==> config.mk <==
export PLATFORM = sky130hd
export DESIGN_NAME = ptp_tsu_flat
export DESIGN_NICKNAME = d
export VERILOG_FILES = /design/src/rtl/ptp_tsu_if.sv /design/src/rtl/ptp_tsu.sv /design/src/flat_wrapper.sv
export SDC_FILE = /design/constraint.sdc
export NUM_CORES = 1
export LEC_CHECK = 0
export CAP_MARGIN = 10
export CORE_UTILIZATION = 40
export DETAILED_ROUTE_END_ITERATION = 8
export PLACE_DENSITY = 0.55
export SYNTH_ARGS = -nofsm -noshare
export SYNTH_HDL_FRONTEND = slang
export SYNTH_SLANG_ARGS = --single-unit
==> constraint.sdc <==
create_clock -name gmii_clk -period 8.6 [get_ports gmii_clk]
set_input_delay 0.86 -clock gmii_clk [delete_from_list [all_inputs] [get_ports gmii_clk]]
set_output_delay 0.86 -clock gmii_clk [all_outputs]
set_load 0.05 [all_outputs]
==> src/rtl/ptp_tsu_if.sv <==
// Signal bundle for the PTP timestamp unit: GMII snoop input, RTC time, event queue read port.
interface ptp_tsu_if;
    logic        gmii_ctrl;
    logic [7:0]  gmii_data;
    logic [79:0] rtc_timer_in;
    logic        q_rd_en;
    logic [7:0]  q_rd_stat;
    logic [63:0] q_rd_data;
    logic        q_wr_en;
    logic [1:0]  fsm_state;

    // Read handshake: the head entry is valid whenever q_rd_stat != 0 and q_rd_en is the ready;
    // an entry is consumed only on a rising edge where both are true. q_wr_en is a push strobe
    // with no back-pressure: a push into a full queue is dropped.
    modport slave (
        input  gmii_ctrl, gmii_data, rtc_timer_in, q_rd_en,
        output q_rd_stat, q_rd_data, q_wr_en, fsm_state
    );
    modport master (
        output gmii_ctrl, gmii_data, rtc_timer_in, q_rd_en,
        input  q_rd_stat, q_rd_data, q_wr_en, fsm_state
    );
endinterface

==> src/rtl/ptp_tsu.sv <==
// PTP timestamp unit: detects L2 / IPv4-UDP:319 PTP event frames on a GMII byte stream and
// queues {msgType, sequenceId, SFD time} entries in a first-word-fall-through circular buffer.
module ptp_tsu #(
    parameter int QADDR_W = 4
) (
    input logic      gmii_clk,
    input logic      rst_n,
    ptp_tsu_if.slave bus
);
    localparam int DEPTH = 1 << QADDR_W;
    localparam logic [QADDR_W:0] FULL = (QADDR_W + 1)'(DEPTH);

    typedef enum logic [1:0] {IDLE, PRE, DATA, WAIT} state_t;

    state_t             state_q, state_d;
    logic [6:0]         idx_q, idx_d;
    logic               udp_q, udp_d;
    logic [3:0]         msg_type_q, msg_type_d;
    logic [7:0]         seq_hi_q, seq_hi_d;
    logic [43:0]        ts_q, ts_d;
    logic               wr_en_q, wr_en_d;
    logic [63:0]        entry_q, entry_d;
    logic [QADDR_W-1:0] wr_ptr_q, wr_ptr_d, rd_ptr_q, rd_ptr_d;
    logic [QADDR_W:0]   count_q, count_d;
    logic [63:0]        mem_q [DEPTH];
    logic               do_push, do_pop, push_frame;
    logic [7:0]         din;
    logic               unused_rtc;

    assign din        = bus.gmii_data;
    assign unused_rtc = ^bus.rtc_timer_in[79:44];

    always_comb begin
        state_d    = state_q;
        idx_d      = idx_q;
        udp_d      = udp_q;
        msg_type_d = msg_type_q;
        seq_hi_d   = seq_hi_q;
        ts_d       = ts_q;
        entry_d    = entry_q;
        wr_en_d    = 1'b0;
        push_frame = 1'b0;
        if (!bus.gmii_ctrl) begin
            state_d = IDLE;
        end else begin
            case (state_q)
                IDLE: if (din == 8'h55) state_d = PRE;
                PRE: begin
                    if (din == 8'hD5) begin
                        state_d = DATA;
                        idx_d   = 7'd0;
                        ts_d    = bus.rtc_timer_in[43:0];
                    end else if (din != 8'h55) begin
                        state_d = WAIT;
                    end
                end
                DATA: begin
                    idx_d = (idx_q == 7'd127) ? idx_q : idx_q + 7'd1;
                    case (idx_q)
                        7'd12: begin
                            if (din == 8'h88)      udp_d = 1'b0;
                            else if (din == 8'h08) udp_d = 1'b1;
                            else                   state_d = WAIT;
                        end
                        7'd13: if (din != (udp_q ? 8'h00 : 8'hF7)) state_d = WAIT;
                        7'd14: begin
                            if (udp_q) begin
                                if (din != 8'h45) state_d = WAIT;
                            end else begin
                                msg_type_d = din[3:0];
                                if (din[3:2] != 2'b00) state_d = WAIT;
                            end
                        end
                        7'd23: if (udp_q && din != 8'h11) state_d = WAIT;
                        7'd36: if (udp_q && din != 8'h01) state_d = WAIT;
                        7'd37: if (udp_q && din != 8'h3F) state_d = WAIT;
                        7'd42: begin
                            if (udp_q) begin
                                msg_type_d = din[3:0];
                                if (din[3:2] != 2'b00) state_d = WAIT;
                            end
                        end
                        7'd44: if (!udp_q) seq_hi_d = din;
                        7'd45: if (!udp_q) push_frame = 1'b1;
                        7'd72: if (udp_q) seq_hi_d = din;
                        7'd73: if (udp_q) push_frame = 1'b1;
                        default: ;
                    endcase
                    // The seqId low byte is taken straight off the bus; the entry lands one edge later.
                    if (push_frame) begin
                        wr_en_d = 1'b1;
                        entry_d = {msg_type_q, seq_hi_q, din, ts_q};
                        state_d = WAIT;
                    end
                end
                WAIT: ;
                default: state_d = IDLE;
            endcase
        end
    end

    always_comb begin
        do_push  = wr_en_q && (count_q != FULL);
        do_pop   = bus.q_rd_en && (count_q != '0);
        wr_ptr_d = wr_ptr_q + QADDR_W'(do_push);
        rd_ptr_d = rd_ptr_q + QADDR_W'(do_pop);
        count_d  = count_q + (QADDR_W + 1)'(do_push) - (QADDR_W + 1)'(do_pop);
    end

    always_ff @(posedge gmii_clk or negedge rst_n) begin
        if (!rst_n) begin
            state_q    <= IDLE;
            idx_q      <= '0;
            udp_q      <= 1'b0;
            msg_type_q <= '0;
            seq_hi_q   <= '0;
            ts_q       <= '0;
            wr_en_q    <= 1'b0;
            entry_q    <= '0;
            wr_ptr_q   <= '0;
            rd_ptr_q   <= '0;
            count_q    <= '0;
        end else begin
            state_q    <= state_d;
            idx_q      <= idx_d;
            udp_q      <= udp_d;
            msg_type_q <= msg_type_d;
            seq_hi_q   <= seq_hi_d;
            ts_q       <= ts_d;
            wr_en_q    <= wr_en_d;
            entry_q    <= entry_d;
            wr_ptr_q   <= wr_ptr_d;
            rd_ptr_q   <= rd_ptr_d;
            count_q    <= count_d;
        end
    end

    // Storage needs no reset: an empty count masks the read data.
    always_ff @(posedge gmii_clk) begin
        if (do_push) mem_q[wr_ptr_q] <= entry_q;
    end

    assign bus.q_rd_stat = 8'(count_q);
    assign bus.q_rd_data = (count_q == '0) ? 64'd0 : mem_q[rd_ptr_q];
    assign bus.q_wr_en   = wr_en_q;
    assign bus.fsm_state = state_q;
endmodule

==> src/flat_wrapper.sv <==
// flat-port wrapper written by rule: the top's interface ports become plain ports
module ptp_tsu_flat 
#(
    parameter int QADDR_W = 4
)
  (gmii_clk, rst_n, bus_gmii_ctrl, bus_gmii_data, bus_rtc_timer_in, bus_q_rd_en, bus_q_rd_stat, bus_q_rd_data, bus_q_wr_en, bus_fsm_state);
  ptp_tsu_if bus_i ();
  input logic gmii_clk;
  input logic rst_n;
  input wire logic [$bits(bus_i.gmii_ctrl)-1:0] bus_gmii_ctrl;
  input wire logic [$bits(bus_i.gmii_data)-1:0] bus_gmii_data;
  input wire logic [$bits(bus_i.rtc_timer_in)-1:0] bus_rtc_timer_in;
  input wire logic [$bits(bus_i.q_rd_en)-1:0] bus_q_rd_en;
  output wire logic [$bits(bus_i.q_rd_stat)-1:0] bus_q_rd_stat;
  output wire logic [$bits(bus_i.q_rd_data)-1:0] bus_q_rd_data;
  output wire logic [$bits(bus_i.q_wr_en)-1:0] bus_q_wr_en;
  output wire logic [$bits(bus_i.fsm_state)-1:0] bus_fsm_state;
  assign bus_i.gmii_ctrl = bus_gmii_ctrl;
  assign bus_i.gmii_data = bus_gmii_data;
  assign bus_i.rtc_timer_in = bus_rtc_timer_in;
  assign bus_i.q_rd_en = bus_q_rd_en;
  assign bus_q_rd_stat = bus_i.q_rd_stat;
  assign bus_q_rd_data = bus_i.q_rd_data;
  assign bus_q_wr_en = bus_i.q_wr_en;
  assign bus_fsm_state = bus_i.fsm_state;
  ptp_tsu #(.QADDR_W(QADDR_W)) u_core (.gmii_clk(gmii_clk), .rst_n(rst_n), .bus(bus_i));
endmodule
==> run metrics <==
status=finished clean; share of cells above drive strength 1=between 20 and 30%; final hold vios=0; slowest cell delay on critical path=approximately 1.0 ns; number of global-route vias before repair=~22000; final wirelength=about 100000 µm; cell taking the most area after synthesis=edfxtp_1; Filler cells=just over 9000; Seq/Total Area, Yosys=between 70 and 80%; Synth warnings=0; Final Max Slew Viols=0; final period utilization=between 60% and 70%; Critical path origin=u_core.rd_ptr_q[1]; count leader, synth=edfxtp_1; post-CTS setup buffer count=0; Final Wtd Congestion=0.758; CORE AREA=about 0.11 mm²; slowest CP cell=dfrtp_4; CP top delay family=buffers and inverters; clock root cell=clkbuf_16; gr ovfl total=0; average size of a mapped cell=23.1 µm²; total global routing track utilization=a little under a fifth; pin count of the biggest net entering global routing=between 150 and 200; critical path type=flip-flop to primary output; critical path buffer and inverter count=2; clock transition at the registers of the reported paths=around 0.06 ns; Peak supply drop=0.528 mV; Area growth, synth to finish=15.3%; Worst setup SP type=flip-flop; Clock Sinks=1168; TritonCTS clock tree=built; number of synthesized flops with an enable pin=just over 1000; top cell type's share of synthesized area=around two thirds; clk_lat worst skew=0.69 ns; die area=~0.11 mm²; die width=338 µm; Fin Hold WS=0.154 ns; Synth async-reset ratio=between 10 and 15%; max-capacitance violation count=0; Non-Filler Instances=roughly 3700; top_reg_cell synth=edfxtp_1; hold_buf cts=0; row count=about 120; I/O Buffers=roughly 130; Starting DRT DRC Count=about 1700; P_leak=around 0.015 µW; RSZ-0062 raised after global routing=false; Setup Total Neg Slack=0 ns; vias per cell=approximately 5.4; r2r startpoint=u_core.count_q[2]; Tightest Pin Transition=between 1 and 1.5 ns; drt drc=0; first-pass GRT wire length=approximately 150000 µm; Mapped Cells=1948; final core utilization=roughly 47%; num ports=between 150 and 200; Required @ worst endpoint=a little under 8 ns; Top cell by count, worst path=mux4_2; mapped cell area=roughly 0.045 mm²; die span in y=roughly 340 µm; cells along the critical path=buf_12, mux4_2, mux4_2, nor2b_1, clkdlybuf4s50_1; Final min period=5.39 ns; final number of setup-violating endpoints=0; Layout Skew=between 0.02 and 0.025 ns; distinct cell type count after synthesis=53; Post-DRT Antenna Nets=0; DP Wirelength=roughly 50000 µm; top cells by instance count after synthesis=edfxtp_1, mux4_2, dfrtp_1; pwr dens=~260 mW/mm²; clk buf depth=3; H-tree levels=3; nets@finish=between 2000 and 2500; Tightest Hold Check Type=primary input to asynchronous set/reset pin; initial antenna violation count=1; Slew headroom=between 20% and 30%; main area contributors after synthesis=edfxtp_1, mux4_2, dfrtp_1, mux2_2, mux2_1; post-CTS sizing=0; fmax=around 190 MHz; CP arrival=4.53 ns; post-synthesis sequential element count=between 1000 and 1500; initial core utilization=40.5%; placed cells=between 3000 and 4000; per-cell routed wire length=about 27 µm; drt pass-1 iters=8; Critical Path Fanout Max=between 150 and 200; DR vias=just over 20000; CP Capture Type=primary output; number of clock buffers inserted by TritonCTS=120
-- logic make-up (layout without fill, tap and decap cells) --
family | Yosys count | count (layout) | share of synthesized area (%)
buffers and inverters | 120 | 418 | 1.37
other | 1 | 4 | 0.00833
muxes | 444 | 444 | 19.1
DFF | 1168 | 1168 | 76.3
xor gates and xnor gates | 12 | 12 | 0.233
AOI/OAI and AO/OA | 27 | 27 | 0.411
adders and majority gates | 18 | 18 | 0.517
and+or+nand+nor | 158 | 158 | 2.08
-- metal layers --
| layer | vias up | wire [µm] | global-route usage [%] | part of all wire (%) |
|---|---|---|---|---|
| met3 | 112 | 5010 | 2.77 | 4.9 |
| met2 | 525 | 51000 | 30.2 | 50 |
| met1 | 11100 | 44400 | 25.5 | 44 |
| met5 | - | 0 | 0 | 0 |
| met4 | 0 | 1540 | 4.11 | 1.5 |
| li1 | 8538 | - | - | - |
-- path summary, 6_finish.rpt --
check | endpoint | cells after the start | slack (ns)
worst max-delay path | bus_q_rd_data[2] | 5 | 3.21
worst min-delay path | u_core.entry_q[10] | 1 | 0.15
worst max register to register | u_core.mem_q[7][39] | 6 | 4.68
worst min register to register | u_core.entry_q[12] | 1 | 0.49
max in group asynchronous | u_core.entry_q[23] | 2 | 7.19
min in group gmii_clk | u_core.entry_q[12] | 1 | 0.49
-- cell usage in the layout (no fill, tap or decap), types with 5 or more instances in the layout --
master	Yosys	final
clkbuf_8	0	15
clkinv_1	0	8
clkbuf_1	41	40
inv_6	0	5
dfrtp_1	144	140
nor4_1	5	5
mux2_2	66	66
ha_1	17	17
nor2_4	0	13
mux4_2	320	320
buf_4	25	41
clkdlybuf4s50_1	0	126
mux2_1	57	57
xor2_1	5	5
nand2_1	12	12
inv_1	17	17
clkbuf_16	0	123
nand4_1	9	9
edfxtp_1	1024	1024
xnor2_1	7	7
nor2_1	25	12
nor2b_1	69	69
clkinv_2	0	29
a21oi_1	7	7
nand3_1	6	6
-- power by group --
| group | total (µW) | leakage [µW] | switching (µW) | internal [µW] |
|---|---|---|---|---|
| clock | 4980 | 0.00188 | 2110 | 2870 |
| sequential | 6370 | 0.00988 | 246 | 6130 |
| combinational | 2090 | 0.00365 | 1190 | 893 |
-- state kept, by name, indices dropped and copies added, names as in the netlist, 5 cells and up --
signal,flops
u_core.mem_q,1024
u_core.entry_q,64
u_core.ts_q,44
u_core.seq_hi_q,8
u_core.count_q,5
u_core.idx_q,7
-- cell type report --
type	instances	area, µm²	area share [%]
multi-input combinational	662	10200	19.6
antenna	1	2.50	0.00482
clock inverter	51	382	0.735
sequential	1168	34400	66.2
tap	1488	1860	3.58
timing repair buffer	171	1640	3.16
clock buffer	177	3420	6.58
inverter	19	71.3	0.137
-- per-stage QoR --
step	cell area, µm²	setup slack [ns]	power (µW)
after floorplan	45000	1.88	8040
after global placement	48100	3.83	8640
after detailed placement	48100	3.81	8650
after CTS	51900	3.06	13600
after global routing	51900	3.02	13900
final	51900	3.21	13400
(Power assumes the default switching activity.)
